## src/rtl/ip_opll_write_master.sv

```systemverilog
`default_nettype none
// ============================================================================
// Module      : ip_opll_write_master
// Description : MSX-bus initiator turning one (register, value) request into
//               the two-phase OPLL write: register number to ADDR_PORT, then
//               value to DATA_PORT, with programmable setup / strobe / hold
//               timing and the YM2413 post-write recovery waits. An optional
//               enable write is issued once after reset.
// Revision    : 1.0 - initial release
// ============================================================================
module ip_opll_write_master #(
  parameter bit          USE_IOREQ = 1'b0,
  parameter logic [15:0] ADDR_PORT = 16'h7FF4,
  parameter logic [15:0] DATA_PORT = 16'h7FF5,
  parameter bit          INIT_EN   = 1'b1,
  parameter logic [15:0] INIT_PORT = 16'h7FF6,
  parameter logic [7:0]  INIT_DATA = 8'h01,
  parameter int unsigned T_SETUP   = 6,
  parameter int unsigned T_WR      = 6,
  parameter int unsigned T_HOLD    = 1,
  parameter int unsigned WAIT_ADDR = 78,
  parameter int unsigned WAIT_DATA = 510
) (
  input  logic        clk,
  input  logic        reset,
  input  logic        req,
  input  logic [7:0]  reg_addr,
  input  logic [7:0]  reg_data,
  output logic        ready,
  output logic        n_sltsl,
  output logic        n_ioreq,
  output logic        n_wr,
  output logic [15:0] address,
  output logic [7:0]  wdata,
  output logic        wdata_oe
);

  // Counter reload values: a phase lasting N cycles is loaded with N-1 and
  // left when the counter reads zero.
  localparam logic [9:0] C_SETUP_LD = 10'(T_SETUP - 1);
  localparam logic [9:0] C_WR_LD    = 10'(T_WR - 1);
  localparam logic [9:0] C_HOLD_LD  = 10'(T_HOLD - 1);
  localparam logic [9:0] C_WA_LD    = 10'(WAIT_ADDR - 1);
  localparam logic [9:0] C_WD_LD    = 10'(WAIT_DATA - 1);

  typedef enum logic [2:0] {
    S_INIT   = 3'd0,
    S_IDLE   = 3'd1,
    S_SETUP  = 3'd2,
    S_STROBE = 3'd3,
    S_HOLD   = 3'd4,
    S_WAIT   = 3'd5
  } state_t;

  // Elaboration-time range check of the timing parameters.
  if (T_SETUP < 1 || T_SETUP > 15 || T_WR < 1 || T_WR > 15 ||
      T_HOLD < 1 || T_HOLD > 15) begin : g_bad_strobe_timing
    $error("ip_opll_write_master: T_SETUP/T_WR/T_HOLD must be 1..15");
  end
  if (WAIT_ADDR < 1 || WAIT_ADDR > 1023 ||
      WAIT_DATA < 1 || WAIT_DATA > 1023) begin : g_bad_wait_timing
    $error("ip_opll_write_master: WAIT_ADDR/WAIT_DATA must be 1..1023");
  end

  state_t      state, state_nx;
  logic [9:0]  cnt, cnt_nx;
  logic        ph, ph_nx;             // 0: register-number write, 1: value write
  logic [7:0]  data_lat, data_lat_nx; // value held for the second phase
  logic [15:0] address_r, address_nx;
  logic [7:0]  wdata_r, wdata_nx;
  logic        ready_r, ready_nx;
  logic        sel_n_r, sel_n_nx;
  logic        n_wr_r, n_wr_nx;
  logic        oe_r, oe_nx;

  // Next-state, counter and bus-value decode; bus outputs follow the next state
  // so they are registered and change on the same edge as the state.
  always_comb begin
    state_nx    = state;
    cnt_nx      = cnt;
    ph_nx       = ph;
    data_lat_nx = data_lat;
    address_nx  = address_r;
    wdata_nx    = wdata_r;

    case (state)
      S_INIT: begin
        // The enable write behaves as a value-phase write so its recovery is
        // WAIT_DATA and it returns to IDLE afterwards.
        state_nx   = S_SETUP;
        cnt_nx     = C_SETUP_LD;
        ph_nx      = 1'b1;
        address_nx = INIT_PORT;
        wdata_nx   = INIT_DATA;
      end
      S_IDLE: begin
        if (req && ready_r) begin
          state_nx    = S_SETUP;
          cnt_nx      = C_SETUP_LD;
          ph_nx       = 1'b0;
          address_nx  = ADDR_PORT;
          wdata_nx    = reg_addr;
          data_lat_nx = reg_data;
        end
      end
      S_SETUP: begin
        if (cnt == 10'd0) begin
          state_nx = S_STROBE;
          cnt_nx   = C_WR_LD;
        end else begin
          cnt_nx = cnt - 10'd1;
        end
      end
      S_STROBE: begin
        if (cnt == 10'd0) begin
          state_nx = S_HOLD;
          cnt_nx   = C_HOLD_LD;
        end else begin
          cnt_nx = cnt - 10'd1;
        end
      end
      S_HOLD: begin
        if (cnt == 10'd0) begin
          state_nx = S_WAIT;
          cnt_nx   = ph ? C_WD_LD : C_WA_LD;
        end else begin
          cnt_nx = cnt - 10'd1;
        end
      end
      S_WAIT: begin
        if (cnt == 10'd0) begin
          if (!ph) begin
            // Straight into the value write, no idle cycle in between.
            state_nx   = S_SETUP;
            cnt_nx     = C_SETUP_LD;
            ph_nx      = 1'b1;
            address_nx = DATA_PORT;
            wdata_nx   = data_lat;
          end else begin
            state_nx = S_IDLE;
          end
        end else begin
          cnt_nx = cnt - 10'd1;
        end
      end
      default: begin
        state_nx = S_IDLE;
      end
    endcase

    sel_n_nx = !((state_nx == S_SETUP) || (state_nx == S_STROBE) ||
                 (state_nx == S_HOLD));
    oe_nx    = !sel_n_nx;
    n_wr_nx  = (state_nx != S_STROBE);
    ready_nx = (state_nx == S_IDLE);
  end

  // State, counter and registered bus outputs; reset abandons any cycle.
  always_ff @(posedge clk) begin
    if (reset) begin
      state     <= INIT_EN ? S_INIT : S_IDLE;
      cnt       <= 10'd0;
      ph        <= 1'b0;
      data_lat  <= 8'h00;
      address_r <= 16'h0000;
      wdata_r   <= 8'h00;
      ready_r   <= 1'b0;
      sel_n_r   <= 1'b1;
      n_wr_r    <= 1'b1;
      oe_r      <= 1'b0;
    end else begin
      state     <= state_nx;
      cnt       <= cnt_nx;
      ph        <= ph_nx;
      data_lat  <= data_lat_nx;
      address_r <= address_nx;
      wdata_r   <= wdata_nx;
      ready_r   <= ready_nx;
      sel_n_r   <= sel_n_nx;
      n_wr_r    <= n_wr_nx;
      oe_r      <= oe_nx;
    end
  end

  // Route the select window to the slot or I/O request line; the other stays high.
  if (USE_IOREQ) begin : g_sel_ioreq
    assign n_ioreq = sel_n_r;
    assign n_sltsl = 1'b1;
  end else begin : g_sel_sltsl
    assign n_sltsl = sel_n_r;
    assign n_ioreq = 1'b1;
  end

  assign ready    = ready_r;
  assign n_wr     = n_wr_r;
  assign address  = address_r;
  assign wdata    = wdata_r;
  assign wdata_oe = oe_r;

endmodule
`default_nettype wire

```

## config.mk

```make
export PLATFORM = sky130hd
export DESIGN_NAME = ip_opll_write_master
export DESIGN_NICKNAME = d
export VERILOG_FILES = /design/src/rtl/ip_opll_write_master.sv
export SDC_FILE = /design/constraint.sdc
export NUM_CORES = 1
export LEC_CHECK = 0
export BUFFER_PORTS_ARGS = -buffer_cell sky130_fd_sc_hd__buf_2
export CORE_ASPECT_RATIO = 0.5
export CORE_MARGIN = 2
export CORE_UTILIZATION = 35
export DETAILED_ROUTE_END_ITERATION = 12
export PLACE_DENSITY = 0.64
export SYNTH_ARGS = -nofsm -noshare
export SYNTH_HDL_FRONTEND = slang
export SYNTH_SLANG_ARGS = --single-unit
```

## constraint.sdc

```tcl
create_clock -name clk -period 2.6 [get_ports clk]
set_input_delay 0.39 -clock clk [delete_from_list [all_inputs] [get_ports clk]]
set_output_delay 0.39 -clock clk [all_outputs]
set_load 0.01 [all_outputs]
```

**Word level (Yosys, flattened, before mapping)**

Index checks and enable logic that the tools add are counted.

- Add/sub/neg operators: 1
- Multiply operators: 0
- Divide/modulo/power cells: 0
- Magnitude comparators: 0
- Equality and inequality tests: 14
- Shift-type cells: 0
- Mux-type cells: 26
- Bitwise logic cells: 0
- Reduce and logical (&&, ||, !) cells: 12

Operator list:

| operator | number |
|---|---|
| $mux W10 | 6 |
| $pmux W10 S6 | 1 |
| $mux W16 | 3 |
| $pmux W16 S3 | 1 |
| $mux W8 | 3 |
| $pmux W8 S3 | 1 |
| $pmux W3 S6 | 1 |
| $mux W3 | 5 |
| $eq A3 B2 Y1 const B | 4 |
| $logic_not A10 Y1 | 1 |
| $sub A10 B1 Y10 const B | 1 |
| $eq A3 B3 Y1 const B | 3 |
| $mux W9 | 1 |
| $eq A3 B1 Y1 const B | 2 |
| $ne A2 B2 Y1 const B | 3 |
| $reduce_and A3 Y1 | 2 |
| $reduce_bool A6 Y1 | 1 |
| $reduce_and A4 Y1 | 1 |
| $logic_not A3 Y1 | 1 |
| $ne A3 B2 Y1 const B | 1 |
| $ne A3 B3 Y1 const B | 1 |
| $pmux W1 S3 | 1 |
| $reduce_bool A3 Y1 | 1 |
| $logic_or A1 B1 Y1 | 2 |
| 5 further kinds | 6 |

- Register bits: 50
- Bits in latches: 0
- Memory bits (writable): 0
- ROM bits: 0
- Input bits: 19
- Output and inout bits: 29
- Logic and storage cells: 63
- Memories kept: 0

**Longest topological paths before layout**

Gate-level depths: netlist of the first run.

- Word-level depth: 7
- Mapped depth: 8

**Least setup slack after synthesis of the first run**

No wires, ideal clock.

- Path type: flip-flop to flip-flop
- Start point: register cnt[0]
- End point: register cnt[5]
- Setup time: 0.122 ns
- Data arrival time: 1.825 ns
- Required time: 2.478 ns
- Slack: 0.653 ns
- Cell stages (with the launch flop): 8
- Path buffers: 0
- Cell sequence: dfxtp_1 -> inv_1 -> ha_1 -> nor4b_4 -> and4_1 -> a31oi_1 -> nor2_2 -> a221o_1

- Cells in the longest elaborated chain, start to end: 3
- Elaborated cells on any way between the ends: 9

Ends and longest elaborated chain:

| element | line | RTL |
|---|---|---|
| start: declaration | 66 | `logic [9:0] cnt, cnt_nx;` |
| start signal: assignment | 173 | `cnt <= cnt_nx;` |
| $sub A10 B1 Y10 or $logic_not A10 Y1 (tied branches) | -- |  |
| $mux W10 (tied with other cells) | 131 | `if (cnt == 10'd0) begin` |
| $pmux W10 S6 or $reduce_and A3 Y1 (tied branches) | -- |  |

Parallel ways exist; a longest one is shown, timed or not.
A chain may end at the register's enable or synchronous reset.

**Worst setup path in the final report of the first run**

- Start point: register cnt[0]
- End point: register cnt[8]

Same word-level chain as after synthesis.

==> flow_metrics.py, run 1 <==
metrics = {
    "status": {
        "run_status": "complete, no violations",
    },
    "logic_synthesis": {
        "synth_top_family_by_area": "simple AND/OR/NAND/NOR gates",
        "synth_xor_xnor_area_share_pct": 0.449,
        "yosysWarnings": 0,
        "yosys_register_bits": 37,
        "synthFlopType": "dfxtp_1",
        "yosys.area.top_type": "dfxtp_1",
        "muxShareOfSynthArea_pct": 9.17,
        "ys_top_cells_by_area": "dfxtp_1 38%, buf_4 5.8%, mux2i_1 5.1%",
        "avgSynthCellArea_um2": 8.49,
        "yosysMostFrequentCell": "dfxtp_1",
        "synthSimpleGateAreaFrac_pct": 23.8,
        "synth_commonest_cells": "37 x dfxtp_1, 25 x nor2_1, 21 x nand2_1",
        "synth_adder_area_share_pct": 0.641,
        "synth.distinct_cells": 57,
        "synth_top_area_share_pct": 37.9,
        "synth_compound_gate_area_share_pct": 18.5,
        "async_flop_share_pct": 0,
        "netlist_area_um2": 1950,
        "synth.yosys.seq_area_share_pct": 37.9,
        "synth-edff-count": 0,
        "synth_cells": 230,
    },
    "sta": {
        "slew_headroom_pct": 48.8,
        "rsz0062_at_grt": "false",
        "hold_violations": 0,
        "report.final.slew_viol_count": 0,
        "fin_crit_sh_pct": 86.2,
        "setup_viol": 0,
        "fmax_ghz": 0.446,
        "min_period_ps": 2240,
        "finalSetupTns_ps": 0,
        "clock_skew_ps": 5.56,
        "worst_pin_slew_ps": 764,
    },
    "critical_path": {
        "rr_worst_depth": 7,
        "critPathCaptureType": "flip-flop",
        "r2r_slack_ps": 360,
        "r2r_start": "cnt[0]",
        "crit_arrival_ps": 2420,
        "path_max_fanout": 7,
        "r2r-end": "cnt[8]",
        "required_ps": 2780,
        "startpoint_type": "flip-flop",
        "crit_type": "reg2reg",
    },
    "worst_hold_path": {
        "min_from": "reg_data[5]",
        "min_path_cells": 3,
        "min_to": "data_lat[5]",
        "hold_class": "in2reg",
    },
    "cts": {
        "cts_resized": 0,
        "cts-buffers-inserted": 5,
        "h-tree-depth": 2,
        "post_cts_buffers": 0,
        "clkSlewWorstSetupHoldPaths_ps": 80,
        "cts_tree": "yes",
        "cts_hold_buf": 0,
        "clock_sinks": 37,
        "insertion_delay_ps": 290,
        "cts_max_path_buffers": 2,
        "cts-root-buf": "clkbuf_8",
    },
    "drt": {
        "num_vias": 1736,
        "dr.pass1.iters": 4,
        "antenna_left": 0,
        "routed_wl_mm": 4.51,
        "dr.first_iter.drc_count": 131,
        "post_drt_wl_per_cell_um": 13.4,
        "vias_per_cell": 5.17,
        "post-route-drc-count": 0,
    },
    "place": {
        "place.port_buffers": 44,
        "dp.cells": 328,
        "dp_hpwl_mm": 3.30,
        "routabilityCongestion": 0.897,
    },
    "cells_and_area": {
        "areaGrowthSynthToFinish_pct": 14.7,
        "finalNonFillerCells": 336,
        "drive_gt1_share_pct": 28.5,
        "antenna_cells": 0,
        "finalNetCount": 282,
    },
    "grt": {
        "antenna_found_initial": 0,
        "grt_usage_pct": 15.3,
        "grt_max_degree": 31,
        "grt_pass1_vias": 1603,
        "grt_pass1_wl_mm": 7.36,
        "grt_overflow": 0,
    },
    "pwr": {
        "p_leak_nw": 0.915,
        "power.density_nw_per_um2": 760,
        "peakVddDrop_mv": 0.296,
    },
    "floorplan": {
        "pin_count": 48,
        "dieArea_um2": 6230,
        "num_rows": 19,
        "die-height_um": 56.8,
        "initial_core_util_pct": 36.0,
        "core_area_um2": 5420,
        "die_w_um": 110,
    },
    "job": {
        "cap_violations": 0,
    },
}
[cell type report]
type | instances | area (µm²)
clock buffer | 6 | 72.6
clock inverter | 2 | 15.0
fill | 539 | 3180
inverter | 4 | 15.0
multi-input combinational | 164 | 1040
sequential | 37 | 741
tap | 73 | 91.3
timing repair buffer | 50 | 265
[registers in the layout, summed over array words and instances, names as in the netlist]
name,cells
cnt,10
n_sltsl,1
address,3
wdata_oe,1
wdata,8
n_wr,1
ph,1
data_lat,8
state,3
ready,1
[through the flow]
stage | utilization (%) | instance area [µm²] | total power, mW | hold WS, ps | worst slack (ps)
after CTS | 41.3 | 2240 | 1.70 | 329 | 374
after floorplan | - | 1960 | 1.19 | 454 | 653
after detailed placement | 39.7 | 2150 | 1.31 | 447 | 378
after global placement | 39.7 | 2150 | 1.30 | 441 | 464
after global routing | 41.3 | 2240 | 1.82 | 338 | 197
final | 41.3 | 2240 | 1.70 | 331 | 359
[worst max path at each step]
stage	to	slack (ps)	cells after the start	from
4_1_cts	cnt[5]	370	7	cnt[0]
3_3_place_gp	cnt[5]	460	7	cnt[0]
5_1_grt	cnt[8]	200	7	cnt[0]
2_1_floorplan	cnt[5]	650	7	cnt[0]
3_5_place_dp	cnt[5]	380	7	cnt[0]
6_report	cnt[8]	360	7	cnt[0]
[worst max-delay path: stages (launching register included)]
cell and delay [ps]:
dfxtp_1 350, inv_1 70, ha_1 220, nor4b_4 390, nand3_1 340, a32oi_2 350, nor3_1 100, a311o_1 310
[power breakdown]
group          switching (mW)  internal, mW
logic                   0.340         0.242
registers              0.0916         0.632
clock network           0.207         0.189
[cells by family after synthesis]
| logic type | Yosys count |
|---|---|
| AND/OR/NAND/NOR | 90 |
| flip-flops | 37 |
| other | 2 |
| buffers and inverters | 30 |
| AO/OA/AOI/OAI | 52 |
| multiplexers | 17 |
| adder cells (fa/ha/maj) | 1 |
| XOR/XNOR | 1 |
[per-layer routing]
layer / share of wire (%) / vias up / wire (µm) / track usage [%]
met3: 6.5 / 6 / 295 / 4.99
met2: 45 / 59 / 2020 / 23.2
met1: 48 / 796 / 2150 / 20.6
li1: - / 875 / - / -
met4: 1.0 / 0 / 46 / 4.52
met5: 0 / - / 0 / 0
[placed cells by master (no fill, tap or decap), types with 4 or more instances in the layout]
cell type	count
mux2_2	7
buf_4	6
a211oi_1	4
clkbuf_8	5
mux2i_1	10
a21oi_1	16
nor2_1	25
nor3_1	9
o21ai_0	6
buf_2	44
nand3_1	8
inv_1	4
nand2_1	21
dfxtp_1	37
(Power assumes the default switching activity.)
==> inputs of run 2 (changes only) <==
- CORE_ASPECT_RATIO: 0.5 -> not set
- PLACE_DENSITY: 0.64 -> not set
- PLACE_DENSITY_LB_ADDON: not set -> 0.15
- SKIP_LAST_GASP: not set -> 1
==> flow_metrics.py, run 2 (synthesis gave the netlist of run 1 again) <==
metrics = {
    "status": {
        "run_status": "complete, no violations",
    },
    "cells_and_area": {
        "largest_reg_flops": 10,
        "antenna_cells": 0,
        "post-route-util_pct": 41.1,
        "top_register": "cnt",
        "finalNetCount": 282,
        "mostFrequentLayoutCell": "buf_2",
        "final_cell_mix": "44 x buf_2, 37 x dfxtp_1, 25 x nor2_1, 21 x nand2_1, 16 x a21oi_1",
        "fillCellCount": 570,
        "areaGrowthSynthToFinish_pct": 14.4,
        "drive_gt1_share_pct": 28.1,
    },
    "pwr": {
        "p_leak_nw": 0.914,
        "power.density_nw_per_um2": 759,
        "total_power_mw": 1.70,
        "peakVddDrop_mv": 0.384,
    },
    "sta": {
        "setup_viol": 0,
        "hold_violations": 0,
        "finalSetupTns_ps": 0,
        "whs_ps": 333,
        "fmax_ghz": 0.454,
        "report.final.slew_viol_count": 0,
        "worst_slack_ps": 398,
        "clock_skew_ps": 4.23,
        "fin_crit_sh_pct": 84.7,
        "worst_pin_slew_ps": 696,
        "slew_headroom_pct": 53.4,
        "rsz0062_at_grt": "false",
        "min_period_ps": 2200,
    },
    "floorplan": {
        "pin_count": 48,
        "die-height_um": 78.7,
        "initial_core_util_pct": 35.9,
        "die_w_um": 78.7,
        "core_area_um2": 5440,
        "num_rows": 27,
        "dieArea_um2": 6190,
    },
    "critical_path": {
        "path_delay_family": "simple AND/OR/NAND/NOR gates",
        "r2r_slack_ps": 400,
        "startpoint_type": "flip-flop",
        "path_cells": "inv_1, ha_1, nor4b_4, nand3_1, a32oi_2, nor3_1, a311o_1",
        "required_ps": 2780,
        "critPathCaptureType": "flip-flop",
        "path_max_fanout": 7,
        "cpMaxStageDelayCell": "nor4b_4",
        "cpPeakStageDelay_ps": 380,
        "path_buf_inv": 1,
        "cp.depth": 7,
        "crit_arrival_ps": 2380,
        "crit_type": "reg2reg",
        "rr_worst_depth": 7,
    },
    "drt": {
        "post-route-drc-count": 0,
        "dr.pass1.iters": 4,
        "post_drt_wl_per_cell_um": 13.6,
        "antenna_left": 0,
        "dr.first_iter.drc_count": 125,
        "vias_per_cell": 5.08,
        "routed_wl_mm": 4.57,
        "num_vias": 1701,
    },
    "cts": {
        "cts_hold_buf": 0,
        "clkSlewWorstSetupHoldPaths_ps": 70,
        "clock_sinks": 37,
        "insertion_delay_ps": 290,
        "cts-buffers-inserted": 5,
        "cts_tree": "yes",
        "cts_resized": 0,
        "post_cts_buffers": 0,
        "h-tree-depth": 2,
        "cts_max_path_buffers": 2,
        "cts-root-buf": "clkbuf_8",
    },
    "place": {
        "place.port_buffers": 44,
        "routabilityCongestion": 0.792,
        "dp_slack_ps": 474,
        "dp_hpwl_mm": 3.25,
    },
    "grt": {
        "grt_usage_pct": 15.8,
        "grt_pass1_wl_mm": 7.63,
        "grt_pass1_vias": 1552,
        "grt_max_degree": 30,
        "antenna_found_initial": 0,
        "grt_overflow": 0,
    },
    "worst_hold_path": {
        "min_path_cells": 3,
        "hold_class": "in2reg",
    },
    "job": {
        "cap_violations": 0,
    },
}
-- run 2: changes by cell type in the layout (fill, tap and decap cells not counted) --
cell        before  now
clkbuf_1         1    2
clkinvlp_4       2    1
-- run 2: final cells by class --
| type | instances | area [µm²] | area share [%] |
|---|---|---|---|
| clock buffer | 7 | 76.3 | 3.42 |
| clock inverter | 1 | 7.51 | 0.336 |
| inverter | 4 | 15.0 | 0.672 |
| multi-input combinational | 164 | 1040 | 46.5 |
| sequential | 37 | 741 | 33.2 |
| tap | 72 | 90.1 | 4.03 |
| timing repair buffer | 50 | 265 | 11.9 |
-- run 2: power by group --
group          leakage [nW]  total (mW)  internal [mW]  switching [mW]
clock                0.0385       0.391          0.190           0.201
combinational         0.574       0.582          0.245           0.337
sequential            0.302       0.723          0.632          0.0902
-- run 2: worst paths after layout --
path,startpoint,to
hold / removal,reg_data[4],data_lat[4]
setup / recovery,cnt[0],cnt[8]
setup reg to reg,cnt[0],cnt[8]
hold reg to reg,wdata[1],wdata[1]
-- run 2: worst register-to-register path: stages (launching register included) --
cell	delay [ps]
dfxtp_1	350
inv_1	70
ha_1	220
nor4b_4	380
nand3_1	330
a32oi_2	340
nor3_1	100
a311o_1	320
-- run 2: metrics by stage --
step           cells  cell area (µm²)
2_1_floorplan    231             1960
6_report         335             2230
3_5_place_dp     327             2150
5_1_grt          335             2230
3_3_place_gp     327             2150
4_1_cts          335             2230
-- run 2: metal layers --
metal	global-route usage, %	part of all wire (%)	up-vias
met2	23.9	44	40
met1	21.7	50	783
li1	-	-	873
met4	5.26	1.3	0
met5	0	0	-
met3	4.25	4.5	5
